**src/rtl/alu_cmd_sequencer.sv**
```systemverilog
// Register-file command sequencer driving an external combinational ALU.
// Loads complete in one cycle; ALU ops take one EXEC cycle, then write back and pulse done.
module alu_cmd_sequencer #(
   parameter  int N    = 8,
   parameter  int REGS = 4,
   localparam int AW   = $clog2(REGS)
) (
   input  logic          clk,
   input  logic          rst_n,
   input  logic          cmd_valid,
   output logic          cmd_ready,
   input  logic          cmd_load,
   input  logic [3:0]    cmd_op,
   input  logic [AW-1:0] cmd_dst,
   input  logic [AW-1:0] cmd_src_a,
   input  logic [AW-1:0] cmd_src_b,
   input  logic [N-1:0]  cmd_imm,
   output logic [N-1:0]  alu_a,
   output logic [N-1:0]  alu_b,
   output logic          alu_c_in,
   output logic [3:0]    alu_control,
   input  logic [N-1:0]  alu_result,
   input  logic          alu_c_out,
   input  logic          alu_borrow,
   input  logic          alu_zero,
   input  logic          alu_parity,
   input  logic          alu_invalid,
   input  logic [AW-1:0] rd_addr,
   output logic [N-1:0]  rd_data,
   output logic          done,
   output logic          flag_zero,
   output logic          flag_carry,
   output logic          flag_parity,
   output logic          err
);

   localparam logic [3:0] OP_ADD_C = 4'd1;
   localparam logic [3:0] OP_SUB_B = 4'd3;

   typedef enum logic {IDLE, EXEC} state_t;

   state_t        state, state_nxt;
   logic          accept;
   logic          exec_end;
   logic [AW-1:0] dst_q;
   logic [N-1:0]  rf [REGS];

   always_ff @(posedge clk or negedge rst_n) begin
      if (!rst_n) state <= IDLE;
      else        state <= state_nxt;
   end

   always_comb begin
      state_nxt = state;
      cmd_ready = 1'b0;
      accept    = 1'b0;
      exec_end  = 1'b0;
      case (state)
         IDLE: begin
            cmd_ready = 1'b1;
            accept    = cmd_valid;
            if (cmd_valid && !cmd_load) state_nxt = EXEC;
         end
         EXEC: begin
            exec_end  = 1'b1;
            state_nxt = IDLE;
         end
         default: state_nxt = IDLE;
      endcase
   end

   // Loads and write-backs never share an edge: loads happen only in IDLE.
   always_ff @(posedge clk or negedge rst_n) begin
      if (!rst_n) begin
         for (int unsigned i = 0; i < REGS; i++) rf[i] <= '0;
         alu_a       <= '0;
         alu_b       <= '0;
         alu_control <= '0;
         dst_q       <= '0;
         done        <= 1'b0;
         flag_zero   <= 1'b0;
         flag_carry  <= 1'b0;
         flag_parity <= 1'b0;
         err         <= 1'b0;
      end else begin
         done <= exec_end;
         if (accept && cmd_load) rf[cmd_dst] <= cmd_imm;
         if (accept && !cmd_load) begin
            alu_a       <= rf[cmd_src_a];
            alu_b       <= rf[cmd_src_b];
            alu_control <= cmd_op;
            dst_q       <= cmd_dst;
         end
         if (exec_end) begin
            if (alu_invalid) begin
               err <= 1'b1;
            end else begin
               rf[dst_q]   <= alu_result;
               flag_zero   <= alu_zero;
               flag_parity <= alu_parity;
               if (alu_control == OP_ADD_C)      flag_carry <= alu_c_out;
               else if (alu_control == OP_SUB_B) flag_carry <= alu_borrow;
            end
         end
      end
   end

   assign alu_c_in = flag_carry;
   assign rd_data  = rf[rd_addr];

endmodule
```
**config.mk**
```make
export PLATFORM = sky130hd
export DESIGN_NAME = alu_cmd_sequencer
export DESIGN_NICKNAME = d
export VERILOG_FILES = /design/src/rtl/alu_cmd_sequencer.sv
export SDC_FILE = /design/constraint.sdc
export NUM_CORES = 1
export LEC_CHECK = 0
export CAP_MARGIN = 20
export CORE_MARGIN = 2
export CORE_UTILIZATION = 40
export CTS_CLUSTER_DIAMETER = 30
export CTS_CLUSTER_SIZE = 30
export DETAILED_ROUTE_END_ITERATION = 7
export GPL_TIMING_DRIVEN = 0
export PLACE_DENSITY = 0.65
export SYNTH_ARGS = -nofsm -noshare
export SYNTH_HDL_FRONTEND = slang
export SYNTH_SLANG_ARGS = --single-unit
```
**constraint.sdc**
```tcl
create_clock -name clk -period 5.15 [get_ports clk]
set_input_delay 1.545 -clock clk [delete_from_list [all_inputs] [get_ports clk]]
set_output_delay 1.545 -clock clk [all_outputs]
set_load 0.01 [all_outputs]
```
# Word level (Yosys, flattened, before mapping)
# Cells that the tools add are included.
[word_totals]
reg_bits = 60
latch_bits = 0
mem_bits_rw = 0
mem_bits_ro = 0
input_bits = 37
out_inout_bits = 35
mem_count = 0
[classes]
add_sub_neg = 0
multipliers = 0
n_div = 0
n_lt_le_gt_ge = 7
n_eq_ne = 2
shifts = 0
mux = 25
bitwise_logic = 7
n_reduce_logical = 10
[ops]
columns = ["operator", "count"]
rows = [
  ["32-bit 2-to-1 mux", 3],
  ["32-bit bitwise mux", 2],
  ["8-bit 2-to-1 mux", 8],
  ["8-bit binary-select mux with 2-bit select", 3],
  ["8-bit demux with 2-bit select", 2],
  ["3-bit >= comparator (second input constant)", 5],
  ["2-bit NOT with 3-bit output", 5],
  ["3-bit by 1-bit < comparator with 1-bit output (second input constant)", 2],
  ["1-bit 2-to-1 mux", 6],
  ["1-bit logical AND", 5],
  ["4-bit by 1-bit equality test with 1-bit output (second input constant)", 1],
  ["4-bit by 2-bit equality test with 1-bit output (second input constant)", 1],
  ["2-bit AND reduction", 2],
  ["3-bit AND reduction", 1],
  ["1-bit NOT", 2],
  ["1-bit one-hot mux with 2 select lines", 1],
  ["2-bit nonzero test", 1],
  ["1-bit zero test", 1],
]

# Longest topological paths before layout
# Gate-level depths: netlist (run 1).
[logic_depth]
ltp_word = 10
ltp_mapped = 5
ltp_nobuf = 3

# Worst setup path after synthesis (run 1)
# OpenSTA, ideal clock, no wires.
[synth_timing]
path_kind = "input -> output"
start = "in rd_addr[0]"
end = "out rd_data[0]"
t_arrival_ps = 2333
path_slack_ps = 1272
path_stages = 2
path_cell_list = "buf_2 -> mux4_2"
[synth_via]
elab_chain_len = 4
[synth_lines]
columns = ["element", "line", "text"]
rows = [
  ["start: declaration", "28", "input logic [AW-1:0] rd_addr,"],
  ["2-bit NOT with 3-bit output (not written as such)", "109", "assign rd_data = rf[rd_addr];"],
  ["8-bit binary-select mux with 2-bit select", "109", ""],
  ["8-bit 2-to-1 mux (not written as such) (2 in a row)", "109", ""],
  ["end: declaration", "29", "output logic [N-1:0] rd_data,"],
]
# No other way between the ends. The select of a mux whose other input is x is not followed.

# Worst setup path after layout (run 1)
[layout_timing]
start = "in rd_addr[0]"
end = "out rd_data[1]"
# Same word-level chain as after synthesis.

==> results of run 1 <==
[synthesized netlist by cell type]
master                      number
sky130_fd_sc_hd__nand4bb_1       3
sky130_fd_sc_hd__and4b_1         2
sky130_fd_sc_hd__buf_6           1
sky130_fd_sc_hd__and2_1         10
sky130_fd_sc_hd__nor3b_4         1
sky130_fd_sc_hd__mux2_1         11
sky130_fd_sc_hd__buf_2          12
sky130_fd_sc_hd__mux4_2         24
sky130_fd_sc_hd__nor4bb_1        1
sky130_fd_sc_hd__nand2_1        64
sky130_fd_sc_hd__o21ai_0        15
sky130_fd_sc_hd__o21ai_1         1
sky130_fd_sc_hd__buf_1           5
sky130_fd_sc_hd__nor2b_1         8
sky130_fd_sc_hd__nand4b_1        2
sky130_fd_sc_hd__clkbuf_1        5
sky130_fd_sc_hd__and2b_1         1
sky130_fd_sc_hd__or4b_1          1
sky130_fd_sc_hd__nor2_2          1
sky130_fd_sc_hd__buf_4           3
sky130_fd_sc_hd__nor2_1         15
sky130_fd_sc_hd__nor2_4          1
sky130_fd_sc_hd__nand3_1         1
sky130_fd_sc_hd__dfrtp_1        60
sky130_fd_sc_hd__a31oi_2         7
sky130_fd_sc_hd__mux2_2         15
sky130_fd_sc_hd__inv_1           1
sky130_fd_sc_hd__a21o_1          1
sky130_fd_sc_hd__a31oi_1         8
sky130_fd_sc_hd__a31oi_4         1
sky130_fd_sc_hd__o211ai_1       16
sky130_fd_sc_hd__and4bb_1        1
[kinds of logic (layout without fill, tap and decap cells)]
kind of cell,Yosys count,in the layout
AND/OR/NAND/NOR,112,112
flip-flops,60,60
buffers and inverters,27,108
multiplexers,50,50
AO/OA/AOI/OAI,49,49
[critical path, stage by stage]
cell,delay (ps)
sky130_fd_sc_hd__buf_2,250
sky130_fd_sc_hd__mux4_2,550
sky130_fd_sc_hd__clkdlybuf4s50_1,490
[sequential cells by signal (all words and copies together), names as in the netlist, 2 cells and up]
| name | cells |
|---|---|
| alu_a | 8 |
| alu_b | 8 |
| alu_control | 4 |
| dst_q | 2 |
| rf | 32 |
[through the flow]
stage	hold WS (ps)	util	cell area (um2)
6_report	460	0.532	4370
3_5_place_dp	447	0.511	4200
4_1_cts	465	0.532	4370
3_3_place_gp	440	0.509	4180
5_1_grt	490	0.532	4370
2_1_floorplan	408	-	3400
[how the worst max path moves through the flow]
| stage | from | end |
|---|---|---|
| floorplan | rd_addr[0] | rd_data[0] |
| global placement | rst_n | alu_b[7]$_DFFE_PN0P_ |
| detailed placement | rd_addr[0] | rd_data[3] |
| CTS | rd_addr[0] | rd_data[3] |
| global route | rd_addr[0] | rd_data[6] |
| finish | rd_addr[0] | rd_data[1] |
[metal layers]
layer / global-route usage / part of all wire
met5: 0 / 0
met2: 0.307 / 0.50
met4: 0.0774 / 0.0057
met1: 0.271 / 0.45
met3: 0.0258 / 0.052
[power groups by stage]
stage	registers [mW]	logic, mW	clock network (mW)
after floorplan	0.754	0.319	0
after global placement	0.754	0.617	0
after detailed placement	0.767	0.629	0
after CTS	0.757	0.633	0.394
after global routing	0.783	0.676	0.412
final	0.760	0.626	0.385
[area by class of cell]
type	instances	area (um2)	area share
sequential	60	1500	0.343
clock buffer	11	151	0.0346
clock inverter	4	25.0	0.00572
inverter	1	3.75	0.000859
tap	105	131	0.0301
buffer	26	131	0.0301
timing repair buffer	66	666	0.152
multi-input combinational	211	1760	0.403
==> impl_metrics.yaml, run 1 <==
clocking:
  clock_tree.buffer_depth: 2
  clk_latency_ps: 330
  clock_slew_seen_by_the_registers_of_the_worst_setup_and_hold_paths_ps: 70
  postCtsSetupBuffers: 0
  cts.repair.resized: 0
  h_tree_depth: 3
  tritoncts_clock_tree: "done"
  cts_hold_buffers: 0
  clockRootBuffer: "sky130_fd_sc_hd__clkbuf_8"
  clkSinkCount: 60
  cts_inserted_buffers: 9
worst_setup_path:
  crit_type: "input port to primary output"
  worst-r2r-setup-slack_ps: 3450
  rr_worst_depth: 4
  sort_of_element_at_the_start_of_the_critical_path: "input port"
  cp-end-kind: "primary output"
  arrival_time_at_the_worst_endpoint_ps: 2840
  rr_endpoint: "alu_a[5]$_DFFE_PN0P_"
  launching_point_of_the_worst_reg2reg_path: "state$_DFF_PN0_"
  worst_ep_required_time_ps: 3610
  path_max_fanout: 8
power:
  internal_power_mw: 1.23
  power_dissipated_by_switching_net_loads_mw: 0.545
  share_seq_of_total_power: 0.429
  powerDensity_nw_per_um2: 405
  comb_power_share: 0.353
  total_power_mw: 1.77
  p_leak_nw: 1.70
  switching_share: 0.308
  clockPowerShare: 0.217
  vdd_ir_drop_max_v: 0.000113
logic_synthesis:
  synth_cells: 298
  muxShareOfSynthArea: 0.245
  synth_fa_ha_area_frac: 0
  yosys_warnings: 0
  synthesized_net_count: 335
  yosys.area.top_type: "sky130_fd_sc_hd__dfrtp_1"
  synth_cell_type_count: 32
  post_synth_and_or_nand_nor_area_fraction: 0.165
  yosys.area_share.xor_xnor: 0
  post_synth.cell_area_avg_um2: 11.4
  synthDominantCellAreaShare: 0.442
  main_combinational_cell_family_by_area_after_synthesis: "multiplexers"
  synth.cell_area_um2: 3400
  synth-seq-area-share: 0.442
  ys_ff_latch: 60
  area_fraction_in_compound_gates_after_synthesis: 0.108
  synth.area.top_cells: "sky130_fd_sc_hd__dfrtp_1 (44%), sky130_fd_sc_hd__mux4_2 (16%), sky130_fd_sc_hd__nand2_1 (7.1%)"
timing:
  report.final.hold_viol_count: 0
  worst_slack_ps: 761
  setup-violations-final: 0
  drv_slew: 0
  min_period_over_period: 0.852
  timing.final.crit_period_ps: 4390
  setup_tns_ps: 0
  achievable-frequency_ghz: 0.228
  slew_worst_pin_ps: 501
  final.setup_skew_ps: 10.7
  tightest_slew_margin_relative_to_the_limit: 0.666
  rsz_0062_raised_after_global_routing: "false"
floorplanning:
  starting_density_of_the_core: 0.414
  floorplan.io_pins: 72
  floorplan.die.height_um: 96.2
  dieArea_um2: 9250
  core_um2: 8220
  row_count: 33
  die_width_um: 96.2
finish:
  total_inserted_antenna_cells: 0
  final_cells: 484
  final_cell_mix: "sky130_fd_sc_hd__nand2_1 (64), sky130_fd_sc_hd__clkdlybuf4s50_1 (64), sky130_fd_sc_hd__dfrtp_1 (60), sky130_fd_sc_hd__mux4_2 (24), sky130_fd_sc_hd__o211ai_1 (16)"
  fill_cells: 738
  finalNetCount: 412
  layout-drive-gt1-share: 0.219
  syn2layout_area_growth_pct: 28.6
run:
  cap_viol_max_count: 0
min_path:
  hold_depth: 1
  hold_end: "err$_DFFE_PN0P_"
  min_path_type: "register to register"
  holdCritStartpoint: "err$_DFFE_PN0P_"
global_routing:
  global_route.usage.total: 0.195
  maximum_number_of_pins_on_one_net_before_global_route_repair: 42
  antenna_violations_before_repair: 0
  first_global_vias: 2577
  wire_length_of_the_first_global_routing_pass_um: 13400
  grt_remaining_overflow: 0
route:
  vias_per_cell: 5.46
  route.vias.total: 2644
  drc: 0
  drt_iter0_markers: 228
  detail_route.first_pass.iterations: 4
  drt.antenna.violating_nets: 0
  drt-wirelength-per-cell_um: 17.3
  totalWireLength_um: 8380
place:
  globalplace.congestion: 0.823
  dp.final_hpwl_um: 6510
  io_buffer_count: 65
  numPlacedInstances: 469
  preCtsSetupSlack_ps: 750
outcome:
  status: "complete, no violations"
Note: power is estimated with default switching activity, not from simulation.
==> run 2, diff against run 1 <==
Settings changed: CORE_UTILIZATION 40 to 55, PLACE_DENSITY 0.65 to 0.85.
==> impl_metrics.yaml, run 2 (same netlist as run 1, synthesis figures left out) <==
timing:
  slew_worst_pin_ps: 691
  min_period_over_period: 0.852
  setup-violations-final: 0
  worst_slack_ps: 761
  drv_slew: 0
  report.final.hold_viol_count: 0
  final.setup_skew_ps: 8.79
  timing.final.crit_period_ps: 4390
  hold_ws_ps: 457
  achievable-frequency_ghz: 0.228
  rsz_0062_raised_after_global_routing: "false"
  setup_tns_ps: 0
  tightest_slew_margin_relative_to_the_limit: 0.539
finish:
  finalNetCount: 412
  largest_register: "rf"
  final_cell_mix: "sky130_fd_sc_hd__nand2_1 (64), sky130_fd_sc_hd__clkdlybuf4s50_1 (64), sky130_fd_sc_hd__dfrtp_1 (60), sky130_fd_sc_hd__mux4_2 (24), sky130_fd_sc_hd__o211ai_1 (16)"
  fin_util: 0.725
  largest_reg_flops: 32
  top_regs: "rf: 32 flops, alu_a: 8 flops, alu_b: 8 flops"
  final_cells: 455
  design_area_um2: 4320
  syn2layout_area_growth_pct: 27.1
  total_inserted_antenna_cells: 0
  layout-drive-gt1-share: 0.211
clocking:
  cts_hold_buffers: 0
  tritoncts_clock_tree: "done"
  clk_latency_ps: 330
  h_tree_depth: 3
  clockRootBuffer: "sky130_fd_sc_hd__clkbuf_8"
  clkSinkCount: 60
  clock_tree.buffer_depth: 2
  cts_inserted_buffers: 9
  postCtsSetupBuffers: 0
  cts.repair.resized: 0
  clock_slew_seen_by_the_registers_of_the_worst_setup_and_hold_paths_ps: 60
power:
  p_leak_nw: 1.70
  vdd_ir_drop_max_v: 0.000258
  powerDensity_nw_per_um2: 408
  total_power_mw: 1.76
floorplanning:
  die_width_um: 82.6
  core_um2: 5960
  row_count: 28
  dieArea_um2: 6820
  floorplan.die.height_um: 82.6
  starting_density_of_the_core: 0.571
  floorplan.io_pins: 72
route:
  detail_route.first_pass.iterations: 4
  vias_per_cell: 5.95
  route.vias.total: 2705
  drc: 0
  drt-wirelength-per-cell_um: 18.5
  drt_iter0_markers: 194
  drt.antenna.violating_nets: 0
  totalWireLength_um: 8410
global_routing:
  first_global_vias: 2638
  antenna_violations_before_repair: 0
  global_route.usage.total: 0.269
  grt_remaining_overflow: 0
  maximum_number_of_pins_on_one_net_before_global_route_repair: 33
  wire_length_of_the_first_global_routing_pass_um: 13400
min_path:
  min_path_type: "register to register"
worst_setup_path:
  critical_path.cell_chain: "buf_2, mux4_2, clkdlybuf4s50_1"
  critPathMaxStageDelay_ps: 550
  path_max_fanout: 8
  arrival_time_at_the_worst_endpoint_ps: 2840
  cp-end-kind: "primary output"
  sort_of_element_at_the_start_of_the_critical_path: "input port"
  critical-path-slowest-cell: "sky130_fd_sc_hd__mux4_2"
  crit_type: "input port to primary output"
  worst_ep_required_time_ps: 3610
run:
  cap_viol_max_count: 0
place:
  dp.final_hpwl_um: 6510
  placed_standard_cell_area_um2: 4160
  numPlacedInstances: 439
  io_buffer_count: 65
  preCtsSetupSlack_ps: 748
  globalplace.congestion: 0.852
outcome:
  status: "complete, no violations"
-- run 2: critical path: cells and delay by family --
kind,cells,cell delay (ps)
multiplexers,1,550
buffers and inverters,2,740
-- run 2: cell type report --
type	count	area, um2
fillers	398	1640
inverters	1	3.75
plain buffers	26	131
clock inverters	2	10.0
multi-input cells	211	1760
repair buffers	66	666
clock buffers	14	153
flip-flops and latches	60	1500
well taps	75	93.8
-- run 2: routing by layer --
metal | vias to the layer above | global-route usage | wire (um)
met5 | - | 0 | 0
met4 | 0 | 0.0885 | 97
met2 | 102 | 0.430 | 4190
met1 | 1349 | 0.377 | 3530
met3 | 10 | 0.0457 | 592
li1 | 1244 | - | -
-- run 2: path summary, 6_finish.rpt --
kind | slack, ps | to | cells after the start | from
setup / recovery | 760 | rd_data[0] | 3 | rd_addr[0]
hold / removal | 460 | err$_DFFE_PN0P_ | 1 | err$_DFFE_PN0P_
setup reg to reg | 3430 | alu_a[3]$_DFFE_PN0P_ | 4 | state$_DFF_PN0_
hold reg to reg | 460 | err$_DFFE_PN0P_ | 1 | err$_DFFE_PN0P_
max in group asynchronous | 3290 | rf[28]$_DFF_PN0_ | 2 | rst_n
min in group asynchronous | 1250 | err$_DFFE_PN0P_ | 1 | rst_n
-- run 2: power by group --
part           leakage, nW  switching (mW)  internal [mW]  total [mW]
clock               0.0844           0.176          0.187       0.363
combinational        0.883           0.227          0.404       0.630
sequential           0.733           0.144          0.626       0.770
total                 1.70           0.547           1.22        1.76
